## src/rtl/matrix_packetiser_if.sv

```systemverilog
// Flit stream from the matrix packetiser toward the NoC router.
// The master drives flits and valid. The slave answers with ready.
interface matrix_packetiser_if #(
   parameter int FLIT_WIDTH = 58
);
   logic [FLIT_WIDTH-1:0] pkt_flit;
   logic                  pkt_valid;
   logic                  pkt_ready;

   modport master (output pkt_flit, output pkt_valid, input  pkt_ready);
   modport slave  (input  pkt_flit, input  pkt_valid, output pkt_ready);
endinterface

```

## src/rtl/matrix_packetiser.sv

```systemverilog
// Tags matrix MMIO words with dest/row/col and queues them as NoC flits.
// It also emits one END flit per matrix. Firmware is never back-pressured: a flit that finds the FIFO full is dropped and counted.
module matrix_packetiser #(
   parameter int         FIFO_DEPTH   = 16,
   parameter int         ROW_WIDTH    = 8,
   parameter int         COL_WIDTH    = 8,
   parameter logic [7:0] DEFAULT_DEST = 8'h00
) (
   input  logic                        clk,
   input  logic                        reset,
   input  logic [31:0]                 in_matrix,
   input  logic                        in_matrix_en,
   input  logic                        in_matrix_end_row,
   input  logic                        in_matrix_end,
   input  logic [7:0]                  in_position,
   input  logic                        in_position_en,
   matrix_packetiser_if.master         pkt,
   output logic [$clog2(FIFO_DEPTH):0] fifo_level,
   output logic                        overflow,
   output logic [15:0]                 drop_count
);
   localparam int FLIT_WIDTH = 42 + ROW_WIDTH + COL_WIDTH;
   localparam int AW         = $clog2(FIFO_DEPTH);
   localparam logic [1:0] TYPE_DATA = 2'b01;
   localparam logic [1:0] TYPE_END  = 2'b10;

   logic [7:0]            dest;
   logic [ROW_WIDTH-1:0]  row;
   logic [COL_WIDTH-1:0]  col;
   logic [31:0]           word_count;
   logic                  end_pending;
   logic [FLIT_WIDTH-1:0] end_flit;

   logic [7:0]            cur_dest;
   logic [COL_WIDTH-1:0]  next_col;
   logic [31:0]           next_count;
   logic                  push_req;
   logic [FLIT_WIDTH-1:0] push_flit;
   logic                  end_taken;
   logic                  end_overwrite;
   logic                  fifo_full;
   logic                  fifo_valid;
   logic                  pop;
   logic                  push_ok;
   logic                  push_drop;
   logic [1:0]            drop_inc;
   logic [16:0]           drop_sum;

   logic [FLIT_WIDTH-1:0] mem [FIFO_DEPTH];
   logic [AW-1:0]         wr_ptr;
   logic [AW-1:0]         rd_ptr;
   logic [AW:0]           level;

   // A data word always wins the single push slot; a pending END waits for a word-free cycle
   always_comb begin
      cur_dest      = in_position_en ? in_position : dest;
      next_col      = col + COL_WIDTH'(in_matrix_en);
      next_count    = word_count + 32'(in_matrix_en);
      push_req      = 1'b0;
      push_flit     = end_flit;
      end_taken     = 1'b0;
      if (in_matrix_en) begin
         push_req  = 1'b1;
         push_flit = {TYPE_DATA, cur_dest, row, col, in_matrix};
      end else if (end_pending) begin
         push_req  = 1'b1;
         end_taken = 1'b1;
      end
      end_overwrite = in_matrix_end && end_pending && !end_taken;
      fifo_valid    = (level != '0);
      fifo_full     = (level == (AW+1)'(FIFO_DEPTH));
      pop           = fifo_valid && pkt.pkt_ready;
      push_ok       = push_req && (!fifo_full || pop);
      push_drop     = push_req && !push_ok;
      drop_inc      = {1'b0, push_drop} + {1'b0, end_overwrite};
      drop_sum      = {1'b0, drop_count} + {15'd0, drop_inc};
   end

   assign pkt.pkt_valid = fifo_valid;
   assign pkt.pkt_flit  = fifo_valid ? mem[rd_ptr] : '0;
   assign fifo_level    = level;

   // Matrix position tracking; the END snapshot already counts a same-cycle word
   always_ff @(posedge clk or posedge reset) begin
      if (reset) begin
         dest        <= DEFAULT_DEST;
         row         <= '0;
         col         <= '0;
         word_count  <= '0;
         end_pending <= 1'b0;
         end_flit    <= '0;
      end else begin
         dest <= cur_dest;
         if (in_matrix_end) begin
            row         <= '0;
            col         <= '0;
            word_count  <= '0;
            end_pending <= 1'b1;
            end_flit    <= {TYPE_END, cur_dest, row, next_col, next_count};
         end else begin
            word_count <= next_count;
            if (in_matrix_end_row) begin
               row <= row + ROW_WIDTH'(1);
               col <= '0;
            end else begin
               col <= next_col;
            end
            if (end_taken)
               end_pending <= 1'b0;
         end
      end
   end

   // FIFO pointers plus the sticky drop bookkeeping
   always_ff @(posedge clk or posedge reset) begin
      if (reset) begin
         wr_ptr     <= '0;
         rd_ptr     <= '0;
         level      <= '0;
         overflow   <= 1'b0;
         drop_count <= '0;
      end else begin
         if (push_ok)
            wr_ptr <= wr_ptr + AW'(1);
         if (pop)
            rd_ptr <= rd_ptr + AW'(1);
         case ({push_ok, pop})
            2'b10:   level <= level + (AW+1)'(1);
            2'b01:   level <= level - (AW+1)'(1);
            default: level <= level;
         endcase
         if (drop_inc != 2'd0)
            overflow <= 1'b1;
         drop_count <= drop_sum[16] ? 16'hFFFF : drop_sum[15:0];
      end
   end

   always_ff @(posedge clk) begin
      if (push_ok)
         mem[wr_ptr] <= push_flit;
   end
endmodule

```

## src/flat_wrapper.sv

```systemverilog
// flat-port wrapper written by rule: the top's interface ports become plain ports
module matrix_packetiser_flat 
#(
   parameter int         FIFO_DEPTH   = 16,
   parameter int         ROW_WIDTH    = 8,
   parameter int         COL_WIDTH    = 8,
   parameter logic [7:0] DEFAULT_DEST = 8'h00
)
  (clk, reset, in_matrix, in_matrix_en, in_matrix_end_row, in_matrix_end, in_position, in_position_en, fifo_level, overflow, drop_count, pkt_pkt_flit, pkt_pkt_valid, pkt_pkt_ready);
  matrix_packetiser_if #(.FLIT_WIDTH((58))) pkt_i ();
  input  logic clk;
  input  logic reset;
  input  logic [31:0] in_matrix;
  input  logic in_matrix_en;
  input  logic in_matrix_end_row;
  input  logic in_matrix_end;
  input  logic [7:0] in_position;
  input  logic in_position_en;
  output logic [$clog2(FIFO_DEPTH):0] fifo_level;
  output logic overflow;
  output logic [15:0] drop_count;
  output wire logic [$bits(pkt_i.pkt_flit)-1:0] pkt_pkt_flit;
  output wire logic [$bits(pkt_i.pkt_valid)-1:0] pkt_pkt_valid;
  input wire logic [$bits(pkt_i.pkt_ready)-1:0] pkt_pkt_ready;
  assign pkt_pkt_flit = pkt_i.pkt_flit;
  assign pkt_pkt_valid = pkt_i.pkt_valid;
  assign pkt_i.pkt_ready = pkt_pkt_ready;
  matrix_packetiser #(.FIFO_DEPTH(FIFO_DEPTH), .ROW_WIDTH(ROW_WIDTH), .COL_WIDTH(COL_WIDTH), .DEFAULT_DEST(DEFAULT_DEST)) u_core (.clk(clk), .reset(reset), .in_matrix(in_matrix), .in_matrix_en(in_matrix_en), .in_matrix_end_row(in_matrix_end_row), .in_matrix_end(in_matrix_end), .in_position(in_position), .in_position_en(in_position_en), .pkt(pkt_i), .fifo_level(fifo_level), .overflow(overflow), .drop_count(drop_count));
endmodule
```

## config.mk

```make
export PLATFORM = sky130hd
export DESIGN_NAME = matrix_packetiser_flat
export DESIGN_NICKNAME = d
export VERILOG_FILES = /design/src/rtl/matrix_packetiser_if.sv /design/src/rtl/matrix_packetiser.sv /design/src/flat_wrapper.sv
export SDC_FILE = /design/constraint.sdc
export NUM_CORES = 1
export LEC_CHECK = 0
export CORE_ASPECT_RATIO = 2
export CORE_MARGIN = 2
export CORE_UTILIZATION = 25
export DETAILED_ROUTE_END_ITERATION = 12
export PLACE_DENSITY = 0.5
export SLEW_MARGIN = 20
export SYNTH_ARGS = -nofsm -noshare
export SYNTH_HDL_FRONTEND = slang
export SYNTH_SLANG_ARGS = --single-unit
```

## constraint.sdc

```tcl
create_clock -name clk -period 4.8 [get_ports clk]
set_clock_uncertainty 0.2 [all_clocks]
set_input_delay 0.72 -clock clk [delete_from_list [all_inputs] [get_ports clk]]
set_output_delay 0.72 -clock clk [all_outputs]
set_load 0.01 [all_outputs]
```

==> metrics.txt, run 1 <==
met3 wire len 4220 µm; Cell Rows 213; relative slew slack 0.308; switching share of total power 0.310; nets 2,343; CTS resizes 0; VDD IR-drop max 0.396 mV; antenna violations before repair 6; vias in the first global route ~22,000; Congestion Overflow GR 0; Critical Path, Cell by Cell buf_12 -> mux4_2 -> mux2i_1 -> o22ai_1 -> clkdlybuf4s50_1; most frequent cells in the layout edfxtp_1 (928), mux4_2 (232), dfrtp_1 (141); Final setup viols 0; Distinct cells, synth 47; PortBufs roughly 130; Synth-to-Final Area Change 17.8%; Comb power frac 0.318; P_leak around 17 nW; final worst-path cycle share 0.916; total negative slack 0 ps; slowest stage delay, CP 700 ps; routed wl met2 57,500 µm; Worst-Skew Late Latency 680 ps; Switching Power a little over 0.009 W; first-pass GRT wire length 156,000 µm; Max Cap Violations 0; critical-path maximum fanout 53; Hold Vio Cnt, Final 0; WL per Instance about 24 µm; largest net degree at the start of global routing 95; delay-heaviest family, CP buffers and inverters; arrival time of the worst setup path 3480 ps; design area 49,700 µm²; post-DP HPWL around 65,000 µm; die width 294 µm; Final min period 4400 ps; Post-DP Area 46,500 µm²; Routed Antenna Nets 0; fmax 227 MHz; drt drc 0; clock-pin slew on the worst setup and hold paths about 70 ps; Worst-Margin Slew 1040 ps; DR iter-0 viols roughly 1,300; critical path class reg -> out; status finished, final reports clean; IO Count 128; Max H-tree Level 3; Bufs on Longest Clock Path 3; Cells after Synth 2,097; Top Layer Used met5; DIE AREA 172,000 µm²; Via-to-Cell Ratio 4.50; share of post-route cells with drive strength above 1 0.235; hold-fix buffer count after cts 0; Hold Crit Class reg -> reg; CP Capture Type output port; CTS buffer count between 90 and 100; syn_nets 2,164; average cell area after synthesis 20.1 µm²; area of the core 168,000 µm²; Setup crit start kind flop; mapped cell area 42,200 µm²; Tot GR Track Use 0.124; CP max stage cell dfrtp_4; drt total wl 107,000 µm; Clk pwr share 0.264; Pwr Density 588 nW/µm²; CTS tree built; CTS sink cnt around 1,100; DRT Pass-1 Iters 5; Synth Flop Type edfxtp_1; Starting Density 0.251; routability cong. 0.734; warnings from Yosys 0; DR vias 20,300; WL met1 43,100 µm; Critical path buffers and inverters 2; sequential fraction of the synthesis area 0.746; CTS root buf clkbuf_16; fillers between 15,000 and 20,000; Async SR Flop Fraction 0.134; CP required approximately 3900 ps; Post-synth EDFFs between 900 and 1,000; chip height about 580 µm; unrepaired setup endpoints after global routing no; Post-CTS Setup Inserts 0; Final Util 0.296; commonest non-fill, non-tap cell in the layout edfxtp_1; Seq pwr share 0.418; Max Slew Vio Count 0; Int Power approximately 0.02 W; synthesis-stage register bit count ~1,100
-- cells in the mapped netlist, types with 18 or more instances --
master    count  area share
a21oi_1      57      0.0068
and2_1       18      0.0027
and3_1       20      0.0030
buf_2        43      0.0051
clkbuf_1     43      0.0038
dfrtp_1     144       0.085
edfxtp_1    928        0.66
ha_1         18      0.0053
inv_1        23      0.0020
mux2_2       62       0.017
mux2i_1     126       0.030
mux4_2      232        0.12
nand2_1      32      0.0028
nand3_1      23      0.0027
nor2_1      101      0.0090
o22ai_1      58      0.0086
xnor2_1      31      0.0064
xor2_1       27      0.0056
-- routing by layer --
metal / track usage / up-vias
met4: 0.0318 / 10
met3: 0.0197 / 126
met1: 0.148 / 10900
met5: 0 / -
met2: 0.231 / 386
li1: - / 8815
-- worst register-to-register path, cell delays in order, from the launching register on --
cell	delay [ps]
dfrtp_1	450
nor4_2	390
nand2b_1	260
and2_1	300
ha_1	260
ha_1	340
nor2b_1	160
o21ai_0	300
a21oi_1	140
or3b_2	460
xnor2_1	140
-- state kept, by name, indices dropped and copies added (netlist names) --
register	cells
u_core.rd_ptr	4
u_core.mem	928
u_core.word_count	32
u_core.wr_ptr	4
u_core.row	8
u_core.overflow	1
u_core.drop_count	16
u_core.dest	8
u_core.col	8
u_core.end_pending	1
u_core.fifo_level	5
u_core.end_flit	57
-- final cells by class --
cell class                 instances  area, µm²  area share
timing repair buffer             193       2140      0.0430
clock buffer                     118       2600      0.0523
sequential                      1072      31500       0.634
clock inverter                    58        515      0.0104
antenna                            1       2.50   0.0000504
multi-input combinational        891      10200       0.204
tap                             2150       2690      0.0542
inverter                          23       91.3     0.00184
-- cells by family after synthesis --
kind of cell	share of synthesized area
AO/OA/AOI/OAI	0.0184
XOR/XNOR	0.0120
adder cells (fa/ha/maj)	0.00629
buffers and inverters	0.0147
flip-flops	0.746
multiplexers	0.170
AND/OR/NAND/NOR	0.0320
-- worst paths after layout --
path	startpoint	endpoint	slack [ps]	cells past startpoint
worst max register to register	u_core.fifo_level[0]$_DFFE_PP0P_	u_core.fifo_level[4]$_DFFE_PP0P_	1280	10
worst min-delay path	u_core.end_flit[57]$_DFFE_PP0P_	u_core.end_flit[57]$_DFFE_PP0P_	260	1
worst min register to register	u_core.end_flit[57]$_DFFE_PP0P_	u_core.end_flit[57]$_DFFE_PP0P_	260	1
max in group asynchronous	reset	u_core.end_flit[38]$_DFFE_PP0P_	3140	3
min in group asynchronous	reset	u_core.fifo_level[3]$_DFFE_PP0P_	330	2
worst max-delay path	u_core.rd_ptr[0]$_DFFE_PP0P_	pkt_pkt_flit[3]	400	5
-- power groups by stage --
stage / Clock [W] / Sequential (W) / Combinational, W
2_1_floorplan: 0 / 0.0121 / 0.00563
3_3_place_gp: 0 / 0.0123 / 0.00953
3_5_place_dp: 0 / 0.0124 / 0.00961
4_1_cts: 0.00795 / 0.0122 / 0.00965
5_1_grt: 0.00826 / 0.0123 / 0.0100
6_report: 0.00772 / 0.0122 / 0.00929
-- per-stage QoR --
step / hold WS, ps / cells / worst slack [ps] / power [W]
3_3_place_gp: 244 / 4329 / 930 / 0.0219
4_1_cts: 242 / 4505 / 227 / 0.0298
3_5_place_dp: 248 / 4329 / 907 / 0.0220
2_1_floorplan: 228 / 2097 / 13.7 / 0.0178
5_1_grt: 275 / 4506 / 163 / 0.0306
6_report: 265 / 4506 / 403 / 0.0292
(Power assumes the default switching activity.)
==> run 2, diff against run 1 <==
--- a/config.mk
+++ b/config.mk
@@ -7,9 +7,9 @@
 export LEC_CHECK = 0
 export CORE_ASPECT_RATIO = 2
 export CORE_MARGIN = 2
-export CORE_UTILIZATION = 25
+export CORE_UTILIZATION = 55
 export DETAILED_ROUTE_END_ITERATION = 12
-export PLACE_DENSITY = 0.5
+export PLACE_DENSITY = 0.84
 export SLEW_MARGIN = 20
 export SYNTH_ARGS = -nofsm -noshare
 export SYNTH_HDL_FRONTEND = slang
==> constraint.sdc (replaced) <==
create_clock -name clk -period 3.6 [get_ports clk]
set_clock_uncertainty 0.2 [all_clocks]
set_input_delay 0.54 -clock clk [delete_from_list [all_inputs] [get_ports clk]]
set_output_delay 0.54 -clock clk [all_outputs]
set_load 0.01 [all_outputs]
==> run 2 against run 1 <==
  * The run now ends with negative setup slack left
  * Largest cell class unchanged
  * Worst setup slack worse by 440 ps
  * Utilization up 36 points
  * Largest power group unchanged
  * Sequential power up 33%
==> metrics.txt, run 2 (synthesis gave the netlist of run 1 again) <==
routability cong. 0.822 (+12%); CTS sink cnt 1,072 (unchanged); relative slew slack 0.203 (-0.105); Setup crit start kind flop; Pwr Density 812 nW/µm² (+38%); WL per Instance 31.6 µm (+33%); design area 49,600 µm² (about the same); share of post-route cells with drive strength above 1 0.275 (+0.0403); most frequent cells in the layout edfxtp_1 (928), mux4_2 (232), dfrtp_1 (141); Hold Vio Cnt, Final 0 (unchanged); Synth-to-Final Area Change 17.7% (about the same); IO Count 128 (unchanged); CTS buffer count 86 (-9.5%); area of the core 76,000 µm² (-55%); status complete, but fails checks; fin worst setup slack -38.0 ps (-441 ps); CP required 2860 ps (-1020 ps); arrival time of the worst setup path 2900 ps (-580 ps); VDD IR-drop max 0.518 mV (+31%); biggest regs u_core.mem (928), u_core.end_flit (57), u_core.word_count (32); PortBufs 127 (unchanged); drt total wl 109,000 µm (+1.6%); max reg flops 928 (unchanged); DRT Pass-1 Iters 6 (+1); Bufs on Longest Clock Path 3 (unchanged); chip height 396 µm (-32%); Largest Register u_core.mem; Final setup viols 5 (+5); largest net degree at the start of global routing 146 (+54%); critical path class reg -> out; nets 2,429 (+3.7%); drt drc 0 (unchanged); antenna violations before repair 4 (-2); Post-DP Area 45,700 µm² (-1.9%); failing checks negative setup slack; DR iter-0 viols 2,874 (+120%); DIE AREA 79,000 µm² (-54%); Worst-Skew Late Latency 680 ps (about the same); Starting Density 0.555 (+0.303); Worst-Margin Slew 1200 ps (+158 ps); slowest stage delay, CP 550 ps (-150 ps); Max Cap Violations 0 (unchanged); final worst-path cycle share 1.01; Tot GR Track Use 0.271 (+0.147); Final min period 3640 ps; die width 200 µm (-32%); fmax 275 MHz; critical-path maximum fanout 10 (-81%); Hold Slack 270 ps (+5.52 ps); CP max stage cell mux4_2; post-DP HPWL 56,500 µm (-13%); Max Slew Vio Count 0 (unchanged); unrepaired setup endpoints after global routing yes; CTS tree built; P_leak 17.3 nW (+4.2%); DR vias 22,600 (+12%); Congestion Overflow GR 0 (unchanged); CP Capture Type output port; commonest non-fill, non-tap cell in the layout edfxtp_1; vias in the first global route 23,300 (+5.2%); Routed Antenna Nets 0 (unchanged); CTS root buf clkbuf_16; Critical Path, Cell by Cell buf_12 -> bufbuf_16 -> mux4_2 -> mux2i_2 -> o22ai_2 -> dlygate4sd2_1; clock-pin slew on the worst setup and hold paths 90 ps (+20 ps); Max H-tree Level 3 (unchanged); first-pass GRT wire length 153,000 µm (-1.9%); Via-to-Cell Ratio 6.56 (+46%); fillers 4,567 (-72%); Hold Crit Class in -> reg; Cell Rows 143 (-33%)
run 2: cell types whose count changed in the layout (fill, tap and decap cells not counted), moves of 10 or more:
cell | before | now
mux2i_1 | 126 | 105
buf_16 | 0 | 15
o22ai_2 | 0 | 17
clkbuf_16 | 100 | 90
clkdlybuf4s15_1 | 0 | 10
dlygate4sd2_1 | 0 | 33
clkdlybuf4s50_1 | 125 | 67
buf_4 | 38 | 75
buf_12 | 30 | 59
o22ai_1 | 58 | 41
clkinv_2 | 22 | 11
mux2i_2 | 0 | 16
run 2: report_power, final:
part,total [W],switching (W),internal (W)
combinational,0.0145,0.00762,0.00693
sequential,0.0162,0.000660,0.0155
clock,0.00955,0.00447,0.00508
total,0.0403,0.0127,0.0276
run 2: routing by layer:
layer	GRT usage	routed length, µm
met1	0.328	36800
met3	0.0557	9800
met5	0	39
met4	0.142	5520
met2	0.460	56700
run 2: path summary, 6_finish.rpt:
path	to	slack, ps	from	cells past startpoint
worst max-delay path	pkt_pkt_flit[6]	-40	u_core.rd_ptr[0]$_DFFE_PP0P_	6
worst min-delay path	u_core.row[2]$_DFFE_PP0P_	270	in_matrix_end	3
worst max register to register	u_core.fifo_level[4]$_DFFE_PP0P_	330	u_core.fifo_level[3]$_DFFE_PP0P_	11
worst min register to register	u_core.overflow$_DFFE_PP0P_	280	u_core.overflow$_DFFE_PP0P_	1
max in group asynchronous	u_core.col[5]$_DFF_PP0_	1850	reset	4
min in group asynchronous	u_core.rd_ptr[2]$_DFFE_PP0P_	550	reset	3
run 2: final cells by class:
| class | instances | area [µm²] | share of cell area |
|---|---|---|---|
| Sequential cell | 1072 | 31500 | 0.634 |
| Multi-Input combinational cell | 891 | 10400 | 0.209 |
| Timing Repair Buffer | 288 | 3630 | 0.0732 |
| Clock buffer | 109 | 2300 | 0.0464 |
| Tap cell | 1015 | 1270 | 0.0256 |
| Clock inverter | 49 | 475 | 0.00958 |
| Inverter | 23 | 90.1 | 0.00182 |
| Antenna cell | 1 | 2.50 | 0.0000504 |
run 2: critical path: cells and delay by family, from the launching register on:
kind                   cells  cell delay [ps]
buffers and inverters      3              810
multiplexers               2              770
flip-flops                 1              460
AO/OA/AOI/OAI              1              160
run 2: stage by stage:
stage / utilization / instances / setup slack [ps] / total power [W] / setup TNS (ps)
after detailed placement: 0.601 / 3222 / 165 / 0.0291 / 0
after global placement: 0.601 / 3222 / 142 / 0.0287 / 0
final: 0.653 / 3448 / -38.0 / 0.0403 / -115
after floorplan: - / 2097 / 190 / 0.0237 / 0
after CTS: 0.646 / 3407 / -108 / 0.0394 / -623
after global routing: 0.653 / 3447 / -106 / 0.0414 / -457
run 2: timing repair:
item	CTS	global route
gates cloned	11	2
pin swaps	1	3
hold buffers	2	0
setup buffers	14	39
resized for setup	111	55
setup endpoints to repair	58	32
hold endpoints to repair	4	0
